`config.mk`:
```
export PLATFORM = sky130hd
export DESIGN_NAME = alu_div
export DESIGN_NICKNAME = d
export VERILOG_FILES = /design/src/rtl/alu_div.sv
export SDC_FILE = /design/constraint.sdc
export NUM_CORES = 1
export LEC_CHECK = 0
export CAP_MARGIN = 20
export CORE_MARGIN = 2
export CORE_UTILIZATION = 45
export DETAILED_ROUTE_END_ITERATION = 12
export PLACE_DENSITY = 0.68
export SLEW_MARGIN = 20
export SYNTH_ARGS = -nofsm -noshare
export SYNTH_HDL_FRONTEND = slang
export SYNTH_SLANG_ARGS = --single-unit
```
`constraint.sdc`:
```
create_clock -name clk -period 4.3 [get_ports clk]
set_clock_uncertainty 0.05 [all_clocks]
set_input_delay 0.43 -clock clk [delete_from_list [all_inputs] [get_ports clk]]
set_output_delay 0.43 -clock clk [all_outputs]
set_load 0.02 [all_outputs]
```
`src/rtl/alu_div.sv`:
```
// Iterative restoring divider: one quotient bit per clock, start/busy/done handshake.
// Optional signed operation is enabled by defining ALU_DIV_SIGNED_EN (adds port is_signed).
module alu_div #(
  parameter int WIDTH = 32
) (
  input  logic             clk,
  input  logic             rst_n,
  input  logic             start,
  input  logic [WIDTH-1:0] A,
  input  logic [WIDTH-1:0] B,
`ifdef ALU_DIV_SIGNED_EN
  input  logic             is_signed,
`endif
  output logic             busy,
  output logic             done,
  output logic [WIDTH-1:0] Q,
  output logic [WIDTH-1:0] R,
  output logic             div_by_zero,
  output logic [1:0]       o_dbg_state
);

  localparam int CNT_W = $clog2(WIDTH + 1);

  typedef enum logic [1:0] {S_IDLE = 2'd0, S_BUSY = 2'd1, S_DONE = 2'd2} state_t;

  // Handshake: start is accepted only in IDLE (operands captured on that edge); busy is
  // high while iterating; done pulses for one cycle with Q/R/div_by_zero valid and held.
  state_t             r_state;
  state_t             w_next;
  logic [CNT_W-1:0]   r_cnt;
  logic [WIDTH-1:0]   r_dvd;
  logic [WIDTH-1:0]   r_rem;
  logic [WIDTH-1:0]   r_div;
  logic [WIDTH-1:0]   r_q;
  logic [WIDTH-1:0]   r_r;
  logic               r_dbz;
  logic               w_accept;
  logic [WIDTH:0]     w_rem_ext;
  logic [WIDTH:0]     w_diff;
  logic               w_ge;
  logic [WIDTH-1:0]   w_rem_nxt;
  logic [WIDTH-1:0]   w_dvd_nxt;
  logic [WIDTH-1:0]   w_a_mag;
  logic [WIDTH-1:0]   w_b_mag;
  logic [WIDTH-1:0]   w_q_fix;
  logic [WIDTH-1:0]   w_r_fix;

  assign w_accept = (r_state == S_IDLE) && start;

  // Trial subtraction is WIDTH+1 bits wide so the shifted remainder never overflows.
  assign w_rem_ext = {r_rem, r_dvd[WIDTH-1]};
  assign w_diff    = w_rem_ext - {1'b0, r_div};
  assign w_ge      = ~w_diff[WIDTH];
  assign w_rem_nxt = w_ge ? w_diff[WIDTH-1:0] : w_rem_ext[WIDTH-1:0];
  assign w_dvd_nxt = {r_dvd[WIDTH-2:0], w_ge};

`ifdef ALU_DIV_SIGNED_EN
  logic w_a_neg;
  logic w_b_neg;
  logic r_neg_q;
  logic r_neg_r;

  assign w_a_neg = is_signed & A[WIDTH-1];
  assign w_b_neg = is_signed & B[WIDTH-1];
  assign w_a_mag = w_a_neg ? (~A + 1'b1) : A;
  assign w_b_mag = w_b_neg ? (~B + 1'b1) : B;
  assign w_q_fix = r_neg_q ? (~w_dvd_nxt + 1'b1) : w_dvd_nxt;
  assign w_r_fix = r_neg_r ? (~w_rem_nxt + 1'b1) : w_rem_nxt;

  always_ff @(posedge clk or negedge rst_n) begin
    if (!rst_n) begin
      r_neg_q <= 1'b0;
      r_neg_r <= 1'b0;
    end else if (w_accept) begin
      r_neg_q <= w_a_neg ^ w_b_neg;
      r_neg_r <= w_a_neg;
    end
  end
`else
  assign w_a_mag = A;
  assign w_b_mag = B;
  assign w_q_fix = w_dvd_nxt;
  assign w_r_fix = w_rem_nxt;
`endif

  always_ff @(posedge clk or negedge rst_n) begin
    if (!rst_n) r_state <= S_IDLE;
    else        r_state <= w_next;
  end

  always_comb begin
    w_next = r_state;
    case (r_state)
      S_IDLE:  if (start) w_next = (B == '0) ? S_DONE : S_BUSY;
      S_BUSY:  if (r_cnt == CNT_W'(1)) w_next = S_DONE;
      S_DONE:  w_next = S_IDLE;
      default: w_next = S_IDLE;
    endcase
  end

  always_comb begin
    busy = (r_state == S_BUSY);
    done = (r_state == S_DONE);
  end

  always_ff @(posedge clk or negedge rst_n) begin
    if (!rst_n) begin
      r_cnt <= '0;
      r_dvd <= '0;
      r_rem <= '0;
      r_div <= '0;
      r_q   <= '0;
      r_r   <= '0;
      r_dbz <= 1'b0;
    end else if (w_accept) begin
      if (B == '0) begin
        r_q   <= '1;
        r_r   <= A;
        r_dbz <= 1'b1;
      end else begin
        r_dvd <= w_a_mag;
        r_div <= w_b_mag;
        r_rem <= '0;
        r_cnt <= CNT_W'(WIDTH);
      end
    end else if (r_state == S_BUSY) begin
      r_dvd <= w_dvd_nxt;
      r_rem <= w_rem_nxt;
      r_cnt <= r_cnt - CNT_W'(1);
      if (r_cnt == CNT_W'(1)) begin
        r_q   <= w_q_fix;
        r_r   <= w_r_fix;
        r_dbz <= 1'b0;
      end
    end
  end

  assign Q           = r_q;
  assign R           = r_r;
  assign div_by_zero = r_dbz;
  assign o_dbg_state = r_state;

endmodule
```
# ---- Yosys cells after proc, flatten, opt, wreduce, memory -nomap -nowiden
# Cells that the tools add are included.
# W data, S select, Z words.
dict set report totals {
  register_bits 169
  in_bits 67
  out_inout_bits 69
}
dict set report op_classes {
  n_addsub 2
  n_eq_ne 7
  mux 26
  bitwise_logic 2
  reduce_logical 9
}
# operator count
set ops {}
lappend ops {{$mux W32} 15}
lappend ops {{$sub A33 B32 Y33} 1}
lappend ops {{$logic_not A32 Y1} 1}
lappend ops {{$mux W6} 3}
lappend ops {{$eq A6 B1 Y1 const B} 1}
lappend ops {{$mux W2} 3}
lappend ops {{$reduce_and A2 Y1} 3}
lappend ops {{$sub A6 B1 Y6 const B} 1}
lappend ops {{$mux W1} 4}
lappend ops {{$ne A2 B1 Y1 const B} 2}
lappend ops {{$ne A2 B2 Y1 const B} 2}
lappend ops {{$pmux W2 S2} 1}
lappend ops {{$reduce_bool A2 Y1} 2}
lappend ops {{$reduce_and A3 Y1} 1}
lappend ops {{$eq A2 B1 Y1 const B} 1}
lappend ops {{$eq A2 B2 Y1 const B} 1}
lappend ops {{$logic_not A2 Y1} 1}
lappend ops {{$not A1 Y1} 2}
lappend ops {{$logic_and A1 B1 Y1} 1}

# ---- Longest topological paths before layout
# Gate-level depths: netlist (run 1).
dict set report logic_depth {
  ltp_word 5
  mapped_depth 13
  depth_no_buf 12
}

# ---- Worst setup path after synthesis (run 1)
# OpenSTA, ideal clock, no wires.
dict set report synth_timing {
  path_kind {reg2reg}
  startpoint {register r_dvd[31]}
  endpoint {register r_r[13], in the netlist R[13]}
  setup_ns 0.077
  t_arrival_ns 2.690
  setup_slack_ns 1.482
  path_stages_with_launch 14
  path_buffers 1
  synth_period_minus_slack_ns 2.818
  path_cell_list {dfrtp_1 > inv_1 > ha_1 > fa_1 > nand2b_1 > a21oi_1 > o21ai_0 > o21ai_2 > a41oi_4 > xor2_4 > buf_6 > mux2i_1 > a21oi_1 > a21oi_1}
}
dict set report synth_between {
  elab_chain_cells 5
}
# item line_no
set synth_rtl {}
lappend synth_rtl {{from (decl)} 31} ;# logic [WIDTH-1:0] r_dvd;
lappend synth_rtl {{from (signal assigned)} 121} ;# r_dvd <= w_a_mag;
lappend synth_rtl {{from (signal assigned)} 127} ;# r_dvd <= w_dvd_nxt;
lappend synth_rtl {{$sub A33 B32 Y33} 52} ;# assign w_diff = w_rem_ext - {1'b0, r_div};
lappend synth_rtl {{$mux W32} 54} ;# assign w_rem_nxt = w_ge ? w_diff[WIDTH-1:0] : w_rem_ext[WIDTH-1:0];
lappend synth_rtl {{$mux W32} 130} ;# if (r_cnt == CNT_W'(1)) begin
lappend synth_rtl {{$mux W32} 126} ;# end else if (r_state == S_BUSY) begin
lappend synth_rtl {{$mux W32} 115} ;# end else if (w_accept) begin
lappend synth_rtl {{to (signal assigned)} 132} ;# r_r <= w_r_fix;
lappend synth_rtl {{to (decl)} 35} ;# logic [WIDTH-1:0] r_r;
# Every way passes these cells. The select of a mux whose other input is x is not followed.
# A chain may end at the register's enable or synchronous reset.

# ---- Worst setup path after layout (run 1)
dict set report layout_timing {
  startpoint {register r_dvd[31]}
  endpoint {register r_r[4], in the netlist R[4]}
}
# Same word-level chain as after synthesis.

==> qor.yml, run 1 <==
yosys.cell_types.count: 61
grt_max_degree: 100
critPathKind: "reg2reg"
ys_seq_elements: 169
nFillCells: 1846
setup.worst_path.start_class: "register"
cpPeakStageDelay_ns: 0.42
wire_per_inst_um: 15.82
final_nets: 1285
ys_seq_area_frac: 0.4640
drt_iter0_markers: 637
gp_congestion: 0.8456
grt_remaining_overflow: 0
cp-end-kind: "register"
hold_buffers: 0
num_rows: 52
syn_inst: 1078
setup_viol: 0
ys_warn_count: 0
h-tree-depth: 4
grt_use_total: 0.2194
synth_area_leaders: "dfrtp_1 46%, nand2_1 10%, o21ai_0 5.8%"
cp_cell_sequence: "inv_1 -> ha_1 -> fa_1 -> nand2b_1 -> a21oi_1 -> o21ai_0 -> o21ai_2 -> a41oi_4 -> xor2_4 -> buf_12 -> mux2i_1 -> a21oi_1 -> a21oi_1"
dp_hpwl_um: 16650
critPathMaxFanout: 31
setup_tns_ns: 0
hold_violations: 0
avgSynthCellArea_um2: 8.455
post-route-util: 0.5621
drt_wl_total_um: 23190
drv_cap: 0
dr.pass1.iters: 5
via_per_inst: 5.392
die_w_um: 146.3
cts_resized: 0
antennaDiodeCount: 0
setup_ws_ns: 0.8059
area_growth_pct: 23.57
ant_nets: 0
p_total_w: 0.003185
num_vias: 7905
power_leakage_nw: 5.142
drive_gt1_frac: 0.05853
grt_pass1_wl_um: 37830
port_buffers: 135
yosys.area.top_type: "dfrtp_1"
grt.busiest_layer: "met1"
status: "complete, no violations"
clk_latency_ns: 0.43
cts_root_buffer: "clkbuf_16"
start_util: 0.4549
synth_nets: 1180
core_area_um2: 20040
synth_edf_count: 0
post-place-ws_ns: 0.8691
fmax_mhz: 286.2
finalMaxSlewViolations: 0
post_cts_buffers: 0
pin_count: 136
antenna_found_initial: 0
drc_errors: 0
met1_usage: 0.3433
clk_path_buf_depth: 2
peakVddDrop_mv: 0.2539
p_per_area_nw_per_um2: 282.8
synthesis.area_um2: 9115
clk_pin_slew_ns: 0.07
post-route-period-util: 0.8126
cts_buffers: 17
rsz0062_at_grt: "false"
die_y_um: 146.3
met3_usage: 0.03438
required_ns: 4.61
synth-async-reset-ratio: 1.000
die_area_um2: 21410
yosys_most_used_dff: "dfrtp_1"
hp-class: "in2async"
cp_common_cell: "a21oi_1"
post-route-min-period_ns: 3.494
grt_pass1_vias: 7203
cts_sinks: 169
worst_pin_slew_ns: 0.9071
crit_arrival_ns: 3.81
grtUsageMet2: 0.3132
crit_slowest_cell: "xor2_4"
synth_top_area_frac: 0.4640
maxSlewHeadroom: 0.3952
cts_tree: "yes"
## metrics by stage
stage	cells	hold slack, ns	area, um^2
2_1_floorplan	1078	0.08441	9115
3_3_place_gp	1434	0.4114	10700
3_5_place_dp	1434	0.4192	10700
4_1_cts	1466	0.09478	11260
5_1_grt	1466	0.1415	11260
6_report	1466	0.04786	11260
## worst paths after layout
path / end / cells past startpoint / from / slack (ns)
hold / removal: Q[28]$_DFFE_PN0P_ / 1 / rst_n / 0.05
setup / recovery: R[4]$_DFFE_PN0P_ / 13 / r_dvd[31]$_DFFE_PN0P_ / 0.81
setup reg to reg: R[4]$_DFFE_PN0P_ / 13 / r_dvd[31]$_DFFE_PN0P_ / 0.81
max in group asynchronous: r_div[5]$_DFFE_PN0P_ / 2 / rst_n / 3.25
min in group clk: Q[2]$_DFFE_PN0P_ / 2 / Q[2]$_DFFE_PN0P_ / 0.43
hold reg to reg: Q[2]$_DFFE_PN0P_ / 2 / Q[2]$_DFFE_PN0P_ / 0.43
## cell usage in the layout, fill, tap and decap left out, types with 6 or more instances in the layout
cell             Yosys  final
a21oi_1             76     75
a31oi_1             44     44
buf_4                1     10
clkbuf_16            0     17
clkdlybuf4s50_1      0    134
dfrtp_1            169    169
ha_1                34     34
inv_1               43     43
mux2i_1             11     11
nand2_1            247    245
nand2b_1             8      8
nand3_1              6      6
nor2_1             107    106
nor3_1               8      8
nor4_1              11     11
o211ai_1             8      8
o21a_1               8      8
o21ai_0            105    105
o21ai_1             11     11
or3_1               15     15
xnor2_1             12     12
xor2_1              17     17
## Yosys cell counts, types with 2 or more instances
| master | number |
|---|---|
| nor4_1 | 11 |
| buf_6 | 3 |
| o21ai_1 | 11 |
| nor2_1 | 107 |
| ha_1 | 34 |
| and4_1 | 2 |
| nand4_1 | 4 |
| and3_1 | 5 |
| nand2b_1 | 8 |
| or3_1 | 15 |
| o2111ai_1 | 2 |
| o22a_1 | 4 |
| o21bai_1 | 4 |
| a211oi_1 | 2 |
| buf_1 | 3 |
| nand2_1 | 247 |
| a21oi_2 | 3 |
| xor2_1 | 17 |
| o21a_1 | 8 |
| nand3_1 | 6 |
| o22ai_1 | 2 |
| a21oi_1 | 76 |
| mux2i_1 | 11 |
| xnor2_1 | 12 |
| a21bo_2 | 2 |
| dfrtp_1 | 169 |
| clkbuf_1 | 48 |
| a22o_1 | 4 |
| and2_1 | 4 |
| a31oi_1 | 44 |
| a41oi_1 | 2 |
| nor3_1 | 8 |
| o211ai_1 | 8 |
| o221ai_1 | 2 |
| buf_2 | 7 |
| o21ai_0 | 105 |
| nor2b_1 | 3 |
| mux2_2 | 5 |
| a21o_1 | 4 |
| o31a_1 | 3 |
| inv_1 | 43 |
## sequential cells by signal, indices dropped and copies added, names as in the netlist
signal,cells
Q,32
o_dbg_state,2
r_dvd,32
R,32
r_cnt,6
div_by_zero,1
r_rem,32
r_div,32
## power by group
group / total [W] / internal, W / switching, W
Clock: 0.00149 / 0.000808 / 0.000681
Combinational: 0.000107 / 0.0000565 / 0.0000502
Sequential: 0.00159 / 0.00159 / 0
Total: 0.00318 / 0.00245 / 0.000731
## layout make-up
class                      instances  area [um^2]  area share
timing repair buffer             148         1488      0.1321
multi-input combinational        804         4482      0.3979
clock inverter                    14        136.4     0.01211
inverter                          43        161.4     0.01433
tap                              270        337.8     0.02999
clock buffer                      18        429.2     0.03810
sequential                       169         4229      0.3755
## routing by layer
layer  up-vias  wire [um]
met3        27       1306
met2       246      10030
met1      3717      11470
met5         -          0
met4         0        384
li1       3915          -
## critical path: cells and delay by family, from the launching register on
kind	cells	cell delay, ns
buffers and inverters	2	0.31
and+or+nand+nor	1	0.20
xor gates and xnor gates	1	0.42
adders and majority gates	2	0.59
DFF	1	0.39
muxes	1	0.33
AOI/OAI and AO/OA	6	1.12
## logic make-up (layout without fill, tap and decap cells)
logic type / count (synthesis) / in the layout / share of synthesized area
AOI/OAI and AO/OA: 298 / 298 / 0.1951
xor gates and xnor gates: 31 / 31 / 0.03267
adders and majority gates: 35 / 35 / 0.04887
buffers and inverters: 105 / 223 / 0.04708
DFF: 169 / 169 / 0.4640
muxes: 16 / 16 / 0.01826
and+or+nand+nor: 424 / 424 / 0.1941
Power figures use the tool's default switching activity.
==> run 2, diff against run 1 <==
==> constraint.sdc (replaced) <==
create_clock -name clk -period 3.3 [get_ports clk]
set_clock_uncertainty 0.05 [all_clocks]
set_input_delay 0.33 -clock clk [delete_from_list [all_inputs] [get_ports clk]]
set_output_delay 0.33 -clock clk [all_outputs]
set_load 0.02 [all_outputs]
==> qor.yml, run 2 (same netlist as run 1, synthesis figures left out) <==
clk_path_buf_depth: 2  # unchanged
antenna_found_initial: 0  # unchanged
die_y_um: 146.3  # unchanged
grt_max_degree: 82  # -18%
hp-class: "in2reg"
power_leakage_nw: 5.204  # +1.2%
finalInstanceArea_um2: 11390  # +1.2%
critPathMaxFanout: 22  # -29%
area_growth_pct: 25.00
cpPeakStageDelay_ns: 0.39  # -0.03 ns
layout_commonest_cell: "nand2_1"
fmax_mhz: 320.4  # +12%
final_cell_mix: "245 x nand2_1, 169 x dfrtp_1, 134 x clkdlybuf4s50_1, 106 x nor2_1, 104 x o21ai_0"
cts_buffers: 17  # unchanged
core_area_um2: 20040  # unchanged
port_buffers: 135  # unchanged
grt_pass1_wl_um: 38610  # +2.0%
setup.worst_path.start_class: "register"
drv_cap: 0  # unchanged
num_rows: 52  # unchanged
via_per_inst: 5.404  # +0.22%
crit_buf_inv: 2  # unchanged
start_util: 0.4549  # unchanged
crit_arrival_ns: 3.37  # -0.44 ns
post-place-ws_ns: 0.06953  # -0.7996 ns
clk_latency_ns: 0.44  # about the same
cp-end-kind: "register"
p_total_w: 0.004119  # +29%
cts_sinks: 169  # unchanged
setup_viol: 0  # unchanged
dp_hpwl_um: 17440  # +4.8%
ant_nets: 0  # unchanged
dr.pass1.iters: 5  # unchanged
cts_root_buffer: "clkbuf_16"
path_delay_family: "compound AO/OA/AOI/OAI gates"
cts_tree: "yes"
post-route-min-period_ns: 3.121  # -0.3733 ns
cp_cell_sequence: "inv_1 -> ha_1 -> fa_1 -> nand2b_4 -> a21oi_2 -> o21ai_1 -> o21ai_2 -> a41oi_4 -> xor2_4 -> buf_12 -> nor2_1 -> a21oi_1 -> o21ai_0"
antennaDiodeCount: 0  # unchanged
drc_errors: 0  # unchanged
critPathKind: "reg2reg"
hold_violations: 0  # unchanged
grt_remaining_overflow: 0  # unchanged
setup_tns_ns: 0  # unchanged
die_area_um2: 21410  # unchanged
wire_per_inst_um: 16.21  # +2.5%
die_w_um: 146.3  # unchanged
grt_pass1_vias: 7324  # +1.7%
num_vias: 7987  # +1.0%
setup_ws_ns: 0.1792  # -0.6267 ns
required_ns: 3.55  # -1.06 ns
h-tree-depth: 4  # unchanged
drive_gt1_frac: 0.07036  # +0.01184
drt_wl_total_um: 23960  # +3.3%
drt_iter0_markers: 614  # -3.6%
maxSlewHeadroom: 0.4184  # +0.02318
status: "complete, no violations"
final_nets: 1297  # +0.93%
finalMaxSlewViolations: 0  # unchanged
pin_count: 136  # unchanged
grt_use_total: 0.2244  # +0.005069
place_area_um2: 10770  # +0.63%
peakVddDrop_mv: 0.1944  # -23%
rsz0062_at_grt: "false"
gp_congestion: 0.8931  # +5.6%
p_per_area_nw_per_um2: 361.5  # +28%
post-route-period-util: 0.9457  # +0.1331
clk_pin_slew_ns: 0.07  # about the same
crit_slowest_cell: "fa_1"
worst_pin_slew_ns: 0.8724  # -0.03478 ns
## run 2: final cells by class
cell class                      count  area, um^2
Tap cell                          270       337.8
Multi-Input combinational cell    804        4512
Timing Repair Buffer              160        1598
Inverter                           43       161.4
Sequential cell                   169        4229
Fill cell                        1871        8646
Clock inverter                     13       112.6
Clock buffer                       19       442.9
## run 2: where the power goes
part           internal, W  total (W)  switching [W]
Combinational    0.0000751   0.000141      0.0000663
Clock              0.00101    0.00191       0.000901
Sequential         0.00207    0.00207              0
Total              0.00315    0.00412       0.000967
## run 2: stage by stage
step	hold slack, ns	instances	util
2_1_floorplan	-0.01559	1078	-
3_3_place_gp	0.3484	1443	0.5372
3_5_place_dp	0.3496	1443	0.5372
4_1_cts	0.4194	1476	0.5654
5_1_grt	0.4475	1478	0.5686
6_report	0.4295	1478	0.5686
## run 2: what timing repair did
action	4_1_cts	5_1_grt
hold buffers	1	0
hold endpoints to repair	72	0
setup endpoints to repair	0	29
gates resized for setup	0	6
setup buffers	0	1
## run 2: worst paths after layout
check / slack [ns] / cells after the start / from / endpoint
max: 0.18 / 13 / r_dvd[31]$_DFFE_PN0P_ / r_rem[21]$_DFFE_PN0P_
min: 0.43 / 3 / B[4] / r_div[4]$_DFFE_PN0P_
max reg2reg: 0.18 / 13 / r_dvd[31]$_DFFE_PN0P_ / r_rem[21]$_DFFE_PN0P_
min reg2reg: 0.43 / 2 / Q[15]$_DFFE_PN0P_ / Q[15]$_DFFE_PN0P_
max in group asynchronous: 1.88 / 3 / rst_n / r_div[9]$_DFFE_PN0P_
min in group asynchronous: 0.44 / 2 / rst_n / Q[28]$_DFFE_PN0P_
## run 2: layer usage
metal,vias up,GRT usage,share of wire
met5,-,0,0
met4,0,0.08204,0.021
met3,34,0.03656,0.056
met2,247,0.3189,0.43
met1,3772,0.3449,0.50
li1,3934,-,-
## run 2: tightest hold or removal path: stages
cell             delay [ns]
clkdlybuf4s50_1        0.42
nand2_1                0.06
o21ai_0                0.06
==> run 3, diff against run 2 <==
==> constraint.sdc (replaced) <==
create_clock -name clk -period 3.3 [get_ports clk]
set_clock_uncertainty 0.05 [all_clocks]
set_input_delay 0.33 -clock clk [delete_from_list [all_inputs] [get_ports clk]]
set_output_delay 0.33 -clock clk [all_outputs]
set_load 0.005 [all_outputs]
==> results of run 3 <==
The final DEF is identical to that of run 2; final timing and power are the same.
